[src/rtl/wb_queue_if.sv]
// Bus bundle for wb_queue: ALU/load writeback requests, register-file write port,
// bypass lookup and occupancy. The queue is the slave; the pipeline/bench is the master.
interface wb_queue_if #(parameter int DEPTH = 4);
  localparam int CW = $clog2(DEPTH) + 1;

  logic          alu_valid;
  logic          alu_ready;
  logic [4:0]    alu_rd;
  logic [31:0]   alu_data;
  logic          ld_valid;
  logic          ld_ready;
  logic [4:0]    ld_rd;
  logic [31:0]   ld_data;
  logic          we;
  logic [4:0]    a3;
  logic [31:0]   wd3;
  logic [4:0]    a1;
  logic [4:0]    a2;
  logic          fwd1_hit;
  logic          fwd2_hit;
  logic [31:0]   fwd1_data;
  logic [31:0]   fwd2_data;
  logic [CW-1:0] count;
  logic          empty;

  modport master (
    output alu_valid, alu_rd, alu_data, ld_valid, ld_rd, ld_data, a1, a2,
    input  alu_ready, ld_ready, we, a3, wd3, fwd1_hit, fwd2_hit,
           fwd1_data, fwd2_data, count, empty
  );

  modport slave (
    input  alu_valid, alu_rd, alu_data, ld_valid, ld_rd, ld_data, a1, a2,
    output alu_ready, ld_ready, we, a3, wd3, fwd1_hit, fwd2_hit,
           fwd1_data, fwd2_data, count, empty
  );
endinterface

[src/rtl/wb_queue.sv]
// Writeback queue in front of the 32x32 register file: buffers ALU/load writes, drains one
// per cycle onto we/a3/wd3, and bypasses pending values to the read ports. WBQ_STATS_EN adds stat ports.
module wb_queue #(
  parameter int DEPTH = 4
) (
  input  logic              clk,
  input  logic              reset,
  wb_queue_if.slave         bus
`ifdef WBQ_STATS_EN
  ,
  output logic [31:0]       stat_stall,
  output logic [$clog2(DEPTH):0] stat_hwm
`endif
);
  localparam int AW = $clog2(DEPTH);
  localparam int CW = AW + 1;

  logic [4:0]    q_rd   [DEPTH];
  logic [31:0]   q_data [DEPTH];
  logic [AW-1:0] head, tail, alu_slot, idx;
  logic [CW-1:0] cnt, cnt_next;
  logic          push_ld, push_alu, pop;
  logic          we_r;
  logic [4:0]    a3_r;
  logic [31:0]   wd3_r;
  logic          h1, h2;
  logic [31:0]   d1, d2;

  // Readiness looks only at occupancy at the start of the cycle; a same-cycle pop frees nothing.
  assign bus.ld_ready  = !reset && (cnt < CW'(DEPTH));
  assign bus.alu_ready = !reset && (cnt < CW'(DEPTH - 1));

  assign push_ld  = bus.ld_valid  && bus.ld_ready  && (bus.ld_rd  != '0);
  assign push_alu = bus.alu_valid && bus.alu_ready && (bus.alu_rd != '0);
  assign pop      = (cnt != '0);
  assign alu_slot = tail + AW'(push_ld);
  assign cnt_next = cnt + CW'(push_ld) + CW'(push_alu) - CW'(pop);

  always_ff @(posedge clk) begin
    if (push_ld) begin
      q_rd[tail]   <= bus.ld_rd;
      q_data[tail] <= bus.ld_data;
    end
    if (push_alu) begin
      q_rd[alu_slot]   <= bus.alu_rd;
      q_data[alu_slot] <= bus.alu_data;
    end
  end

  always_ff @(posedge clk or posedge reset) begin
    if (reset) begin
      head  <= '0;
      tail  <= '0;
      cnt   <= '0;
      we_r  <= 1'b0;
      a3_r  <= '0;
      wd3_r <= '0;
    end else begin
      tail <= tail + AW'(push_ld) + AW'(push_alu);
      cnt  <= cnt_next;
      we_r <= pop;
      if (pop) begin
        a3_r  <= q_rd[head];
        wd3_r <= q_data[head];
        head  <= head + AW'(1);
      end
    end
  end

  // Walk oldest to youngest (write register, head..tail) so later matches overwrite earlier ones.
  always_comb begin
    h1  = 1'b0;
    h2  = 1'b0;
    d1  = '0;
    d2  = '0;
    idx = '0;
    if (we_r && (a3_r == bus.a1)) begin
      h1 = 1'b1;
      d1 = wd3_r;
    end
    if (we_r && (a3_r == bus.a2)) begin
      h2 = 1'b1;
      d2 = wd3_r;
    end
    for (int unsigned i = 0; i < DEPTH; i++) begin
      idx = head + AW'(i);
      if (CW'(i) < cnt) begin
        if (q_rd[idx] == bus.a1) begin
          h1 = 1'b1;
          d1 = q_data[idx];
        end
        if (q_rd[idx] == bus.a2) begin
          h2 = 1'b1;
          d2 = q_data[idx];
        end
      end
    end
  end

  assign bus.fwd1_hit  = h1 && (bus.a1 != '0) && !reset;
  assign bus.fwd2_hit  = h2 && (bus.a2 != '0) && !reset;
  assign bus.fwd1_data = bus.fwd1_hit ? d1 : '0;
  assign bus.fwd2_data = bus.fwd2_hit ? d2 : '0;

  assign bus.we    = we_r;
  assign bus.a3    = a3_r;
  assign bus.wd3   = wd3_r;
  assign bus.count = cnt;
  assign bus.empty = (cnt == '0) && !we_r;

`ifdef WBQ_STATS_EN
  logic stall;
  assign stall = (bus.alu_valid && !bus.alu_ready) || (bus.ld_valid && !bus.ld_ready);

  always_ff @(posedge clk or posedge reset) begin
    if (reset) begin
      stat_stall <= '0;
      stat_hwm   <= '0;
    end else begin
      if (stall && (stat_stall != '1))
        stat_stall <= stat_stall + 32'd1;
      if (cnt_next > stat_hwm)
        stat_hwm <= cnt_next;
    end
  end
`endif
endmodule

[src/flat_wrapper.sv]
// flat-port wrapper written by rule: the top's interface ports become plain ports
module wb_queue_flat 
#(
  parameter int DEPTH = 4
)
  (clk, reset, bus_alu_valid, bus_alu_rd, bus_alu_data, bus_ld_valid, bus_ld_rd, bus_ld_data, bus_a1, bus_a2, bus_alu_ready, bus_ld_ready, bus_we, bus_a3, bus_wd3, bus_fwd1_hit, bus_fwd2_hit, bus_fwd1_data, bus_fwd2_data, bus_count, bus_empty);
  wb_queue_if #(.DEPTH(DEPTH)) bus_i ();
  input  logic clk;
  input  logic reset;
  input wire logic [$bits(bus_i.alu_valid)-1:0] bus_alu_valid;
  input wire logic [$bits(bus_i.alu_rd)-1:0] bus_alu_rd;
  input wire logic [$bits(bus_i.alu_data)-1:0] bus_alu_data;
  input wire logic [$bits(bus_i.ld_valid)-1:0] bus_ld_valid;
  input wire logic [$bits(bus_i.ld_rd)-1:0] bus_ld_rd;
  input wire logic [$bits(bus_i.ld_data)-1:0] bus_ld_data;
  input wire logic [$bits(bus_i.a1)-1:0] bus_a1;
  input wire logic [$bits(bus_i.a2)-1:0] bus_a2;
  output wire logic [$bits(bus_i.alu_ready)-1:0] bus_alu_ready;
  output wire logic [$bits(bus_i.ld_ready)-1:0] bus_ld_ready;
  output wire logic [$bits(bus_i.we)-1:0] bus_we;
  output wire logic [$bits(bus_i.a3)-1:0] bus_a3;
  output wire logic [$bits(bus_i.wd3)-1:0] bus_wd3;
  output wire logic [$bits(bus_i.fwd1_hit)-1:0] bus_fwd1_hit;
  output wire logic [$bits(bus_i.fwd2_hit)-1:0] bus_fwd2_hit;
  output wire logic [$bits(bus_i.fwd1_data)-1:0] bus_fwd1_data;
  output wire logic [$bits(bus_i.fwd2_data)-1:0] bus_fwd2_data;
  output wire logic [$bits(bus_i.count)-1:0] bus_count;
  output wire logic [$bits(bus_i.empty)-1:0] bus_empty;
  assign bus_i.alu_valid = bus_alu_valid;
  assign bus_i.alu_rd = bus_alu_rd;
  assign bus_i.alu_data = bus_alu_data;
  assign bus_i.ld_valid = bus_ld_valid;
  assign bus_i.ld_rd = bus_ld_rd;
  assign bus_i.ld_data = bus_ld_data;
  assign bus_i.a1 = bus_a1;
  assign bus_i.a2 = bus_a2;
  assign bus_alu_ready = bus_i.alu_ready;
  assign bus_ld_ready = bus_i.ld_ready;
  assign bus_we = bus_i.we;
  assign bus_a3 = bus_i.a3;
  assign bus_wd3 = bus_i.wd3;
  assign bus_fwd1_hit = bus_i.fwd1_hit;
  assign bus_fwd2_hit = bus_i.fwd2_hit;
  assign bus_fwd1_data = bus_i.fwd1_data;
  assign bus_fwd2_data = bus_i.fwd2_data;
  assign bus_count = bus_i.count;
  assign bus_empty = bus_i.empty;
  wb_queue #(.DEPTH(DEPTH)) u_core (.clk(clk), .reset(reset), .bus(bus_i));
endmodule
[config.mk]
export PLATFORM = sky130hd
export DESIGN_NAME = wb_queue_flat
export DESIGN_NICKNAME = d
export VERILOG_FILES = /design/src/rtl/wb_queue_if.sv /design/src/rtl/wb_queue.sv /design/src/flat_wrapper.sv
export SDC_FILE = /design/constraint.sdc
export NUM_CORES = 1
export LEC_CHECK = 0
export CAP_MARGIN = 20
export CELL_PAD_IN_SITES_DETAIL_PLACEMENT = 0
export CELL_PAD_IN_SITES_GLOBAL_PLACEMENT = 1
export CORE_UTILIZATION = 41
export CTS_BUF_LIST = sky130_fd_sc_hd__clkbuf_4 sky130_fd_sc_hd__clkbuf_8 sky130_fd_sc_hd__clkbuf_16
export DETAILED_ROUTE_END_ITERATION = 10
export GPL_ROUTABILITY_DRIVEN = 1
export PLACE_DENSITY_LB_ADDON = 0.1
export SLEW_MARGIN = 15
export SYNTH_ARGS = -nofsm -noshare
export SYNTH_HDL_FRONTEND = slang
export SYNTH_SLANG_ARGS = --single-unit
[constraint.sdc]
create_clock -name clk -period 3.2 [get_ports clk]
set_input_delay 0.32 -clock clk [delete_from_list [all_inputs] [get_ports clk]]
set_output_delay 0.32 -clock clk [all_outputs]
set_load 0.02 [all_outputs]
# After elaboration in Yosys (flattened, before gate mapping)
# Memories as Yosys holds them, arrays and structs flattened.
# Index checks and enable logic that the tools add are counted.
# totals
output_inout_bits,110
word_cells,95
n_memories,2
mem_bits_rw,148
regBits,45
in_bits,88
# mem_list
memory,words,word_bits,rd,rd_ports_with_merged_regs,wr,line_no,text
u_core.q_data,4,32,4,0,2,wb_queue.sv:19,logic [31:0] q_data [DEPTH];
u_core.q_rd,4,5,4,0,2,wb_queue.sv:18,logic [4:0] q_rd [DEPTH];
# op_classes
magnitude_cmp,6
addsub,8
eq_ne,10
reduce_logical,21
mux,42
# op_table
cell,count
32-bit 2-to-1 mux,20
5-bit equality test,10
1-bit 2-to-1 mux,22
5-bit nonzero test,4
1-bit logical AND,13
3-bit by 1-bit adder with 3-bit output,2
"1-bit by 3-bit less-than comparator with 1-bit output, first input constant",2
"2-bit by 3-bit less-than comparator with 1-bit output, first input constant",2
2-bit by 1-bit adder with 2-bit output,2
"2-bit adder, second input constant",2
3-bit logical NOT,1
"3-bit by 2-bit less-than comparator with 1-bit output, second input constant",1
"3-bit less-than comparator, second input constant",1
3-bit nonzero test,1
3-bit by 1-bit subtractor with 3-bit output,1
"2-bit by 1-bit adder with 2-bit output, second input constant",1
1-bit logical NOT,2

# Logic depth before layout (Yosys ltp)
# depth
depth_word,14
ltp_mapped,12

# Least setup slack after synthesis
# OpenSTA, ideal clock, no wires.
# synth_timing
kind,input port to flip-flop
startpoint,in bus_ld_rd[0]
endpoint,"mem u_core.q_data[2][0], enable pin"
path_slack_ps,-720
path_stages,9
arrival_ps,3481
setup_ps,439
path_buffers,2
cell_sequence,or4_1 > o211ai_1 > inv_1 > ha_1 > xnor2_1 > nor3_1 > clkbuf_1 > clkbuf_1 > o21bai_1
# synth_lines
item,line_no,text
"start, declared",flat_wrapper.sv:14,input wire logic [$bits(bus_i.ld_rd)-1:0] bus_ld_rd;
"end, declared",wb_queue.sv:19,

# Worst setup path after layout
# layout_timing
startpoint,reg u_core.head[0]
endpoint,out bus_fwd2_data[12]
# layout_via
elab_chain_len,13
# layout_rtl
item,line_no,text
"start, declared",wb_queue.sv:20,"logic [AW-1:0] head, tail, alu_slot, idx;"
"start signal, assigned",wb_queue.sv:65,head <= head + AW'(1);
branches (longest 12 deep; another with memory read 4 x 5 bit),-,
32-bit 2-to-1 mux *,wb_queue.sv:103,assign bus.fwd2_data = bus.fwd2_hit ? d2 : '0;
"end, declared",flat_wrapper.sv:26,output wire logic [$bits(bus_i.fwd2_data)-1:0] bus_fwd2_data;
# Every way passes the cells marked *.

==> impl_metrics.py <==
metrics = {
    "global_routing": {
        "met3_usage_pct": 4.77,
        "antenna_found_initial": 2,
        "grt_util_met2_pct": 44.6,
        "track_usage_pct": 27.3,
        "busiest_layer": "met2",
        "met1_usage_pct": 36.2,
        "grt_pass1_vias": 12600,
        "grt_first_pass_wirelength_um": 76600,
        "grt_max_degree": 106,
        "globalRouteOverflowTotal": 0,
    },
    "timing": {
        "worst_pin_slew_ns": 0.652,
        "setup_viol": 66,
        "rsz0062_at_grt": "true",
        "relSlewSlack_pct": 56.5,
        "whs_ns": 0.300,
        "hold_viol_final": 0,
        "final_max_slew_viol_count": 0,
        "setup_ws_ns": -0.606,
        "layout_worst_path_cycle_share_pct": 119,
        "period_minus_slack_ns": 3.81,
        "skew_ns": 0.0116,
        "fmax_mhz": 263,
    },
    "placement": {
        "place_congestion": 0.975,
        "io_buffers": 197,
        "place_area_sq_mm": 0.0190,
        "hpwl_um": 34700,
        "place_inst": 1982,
    },
    "routing": {
        "drt-initial-drc-count": 1093,
        "wl_per_cell_um": 25.5,
        "wl_um": 52300,
        "drcViolationCount": 0,
        "routed_via_density": 6.18,
        "vias": 12700,
        "ant_nets": 0,
        "first_pass_iters": 5,
    },
    "yosys": {
        "syn_inst": 1266,
        "synth-seq-cells": 193,
        "yosysSeqAreaShare_pct": 37.0,
        "syn_nets": 1361,
        "ys_types": 51,
        "synth_ff_type": "edfxtp_1",
        "synth_edf_count": 148,
        "yosys_warnings": 0,
        "synth_area_per_cell_sq_um": 11.9,
        "synth_area_sq_mm": 0.0151,
        "async_flop_share_pct": 23.3,
    },
    "clocking": {
        "clkLatencyLatePin_ns": 0.45,
        "cts_sinks": 193,
        "tritoncts": "done",
        "cts-root-buf": "clkbuf_16",
        "clkTransAtPathRegs_ns": 0.08,
        "cts_hold_buf": 0,
        "clockBufferDepth": 2,
        "htreeDepth": 4,
        "numCtsBuffers": 17,
    },
    "power_and_ir_drop": {
        "p_per_area_mw_per_mm2": 812,
        "vdd.ir_drop.worst_uv": 592,
        "p_leak_uw": 0.00726,
        "p_total_uw": 17000,
    },
    "critical_path": {
        "crit_fanout": 6,
        "cp_cell_sequence": "buf_6 -> buf_6 -> mux4_2 -> xor2_1 -> nor4_1 -> buf_4 -> buf_6 -> a21oi_4 -> buf_12 -> buf_6 -> buf_6 -> a221o_1 -> nand3_2 -> a21oi_2 -> buf_6",
        "cpPeakStageDelay_ns": 0.52,
        "crit_arrival_ns": 3.49,
        "crit_start": "u_core.head[0]",
        "crit_slowest_cell": "dfrtp_4",
        "critical_path_class": "register to output pin",
        "r2r-start": "u_core.bus.count[1]",
        "worst_setup_path_end_kind": "output pin",
        "required_ns": 2.88,
        "crit_path_start_kind": "register",
        "critPathTopFamily": "buffers and inverters",
        "crit_cells": 15,
        "r2r_cells": 10,
        "timing.critical_path.buf_inv": 8,
        "reg2reg_slack_ns": 0.57,
        "crit_top_cell": "buf_6",
    },
    "min_path": {
        "hold_class": "primary input to async pin",
    },
    "floorplan": {
        "fp.dieH_um": 194,
        "die_w_um": 194,
        "io_pins": 198,
        "coreArea_sq_mm": 0.0358,
        "dieArea_sq_mm": 0.0375,
        "start_util_pct": 42.1,
        "row_count": 69,
    },
    "cells_and_area": {
        "finalInstanceArea_sq_mm": 0.0209,
        "post-route-util_pct": 58.3,
        "finalNonFillerCells": 2054,
        "final_nets": 1673,
        "fill_cells": 2952,
        "area_growth_pct": 38.7,
        "drive_gt1_share_pct": 48.2,
    },
    "job": {
        "drv_cap": 0,
    },
    "run_status": {
        "violations": "negative setup slack",
        "status": "finished, violations left",
    },
}
[state kept, by name, summed over array words and instances (netlist names)]
| signal | cells |
|---|---|
| u_core.q_data | 128 |
| u_core.bus.wd3 | 32 |
| u_core.q_rd | 20 |
| u_core.bus.a3 | 5 |
| u_core.bus.count | 3 |
| u_core.head | 2 |
| u_core.tail | 2 |
| u_core.bus.we | 1 |
[layout by cell type, fill, tap and decap left out, types with 49 or more instances in the layout]
cell             instances
nand2_1                140
mux2_2                 155
nand2b_1                51
mux4_2                 116
buf_6                   60
clkdlybuf4s50_1        131
a21oi_2                 51
edfxtp_1               148
a221o_1                 64
buf_4                  161
buf_12                  49
[power breakdown]
group / leakage [uW] / total (uW) / switching, uW / internal (uW)
registers: 0.00187 / 3990 / 609 / 3380
logic: 0.00511 / 10800 / 5500 / 5280
clock network: 0.000284 / 2200 / 1010 / 1190
[worst reg2reg max path: stages, from the launching register on]
cell and delay [ns]:
dfrtp_1 0.41, ha_1 0.23, nand2_1 0.09, buf_4 0.10
and2_1 0.16, o211ai_1 0.20, buf_4 0.23, nor3_2 0.21
buf_4 0.25, buf_12 0.17, mux2_2 0.35
[kinds of logic after synthesis]
group | Yosys count | synth area share [%]
adders and majority gates | 7 | 0.681
DFF | 193 | 37.0
and+or+nand+nor | 328 | 11.0
xor gates and xnor gates | 60 | 3.49
muxes | 296 | 30.7
AOI/OAI and AO/OA | 243 | 12.6
buffers and inverters | 139 | 4.60
[Yosys cell counts (9+ instances only)]
cell type | n | area (sq um)
o21ai_0 | 10 | 50.1
xnor2_1 | 23 | 201
inv_1 | 12 | 45.0
nand2_1 | 140 | 526
edfxtp_1 | 148 | 4440
nand3_2 | 15 | 150
nand2b_1 | 51 | 319
buf_2 | 29 | 145
nor2b_1 | 9 | 56.3
mux4_2 | 115 | 2590
buf_6 | 12 | 135
mux2i_1 | 24 | 240
dfrtp_1 | 45 | 1130
nor2_1 | 20 | 75.1
a22oi_1 | 65 | 488
buf_1 | 12 | 45.0
a221o_1 | 64 | 641
nand3_1 | 50 | 250
mux2_2 | 155 | 1750
a21oi_2 | 29 | 254
nor3_1 | 16 | 80.1
a21oi_1 | 59 | 295
xor2_1 | 37 | 324
clkbuf_1 | 65 | 244
[area by class of cell]
| class | instances | area, sq um | share of cell area [%] |
|---|---|---|---|
| clock inverters | 12 | 133 | 0.634 |
| multi-input cells | 935 | 9560 | 45.7 |
| flip-flops and latches | 193 | 5580 | 26.7 |
| repair buffers | 418 | 4540 | 21.7 |
| well taps | 461 | 577 | 2.76 |
| inverters | 13 | 53.8 | 0.257 |
| diodes | 2 | 5.00 | 0.0239 |
| clock buffers | 20 | 454 | 2.17 |
[path summary, 6_finish.rpt]
kind,to
worst min-delay path,u_core.bus.wd3[0]
worst max-delay path,bus_fwd2_data[12]
min in group clk,u_core.bus.wd3[24]
worst min register to register,u_core.bus.wd3[24]
max in group asynchronous,u_core.head[0]
worst max register to register,u_core.q_data[2][23]
[repair_timing]
item	in CTS	in global routing
gates resized for setup	482	70
cloned	6	6
pin swaps	110	64
setup buffers	23	5
endpoints found under the setup margin	66	66
[metrics by stage]
step	setup TNS, ns	setup slack [ns]
after floorplan	0	0.0198
after global placement	-67.61	-0.862
after detailed placement	-60.25	-0.851
after CTS	-34.49	-0.600
after global routing	-40.45	-0.686
final	-34.29	-0.606
[routing by layer]
metal | part of all wire (%) | routed length, um | vias to the layer above
met3 | 7.0 | 3680 | 80
li1 | - | - | 5597
met4 | 2.8 | 1480 | 0
met2 | 48 | 24900 | 551
met1 | 43 | 22200 | 6459
met5 | 0 | 0 | -
Note: power is estimated with default switching activity, not from simulation.
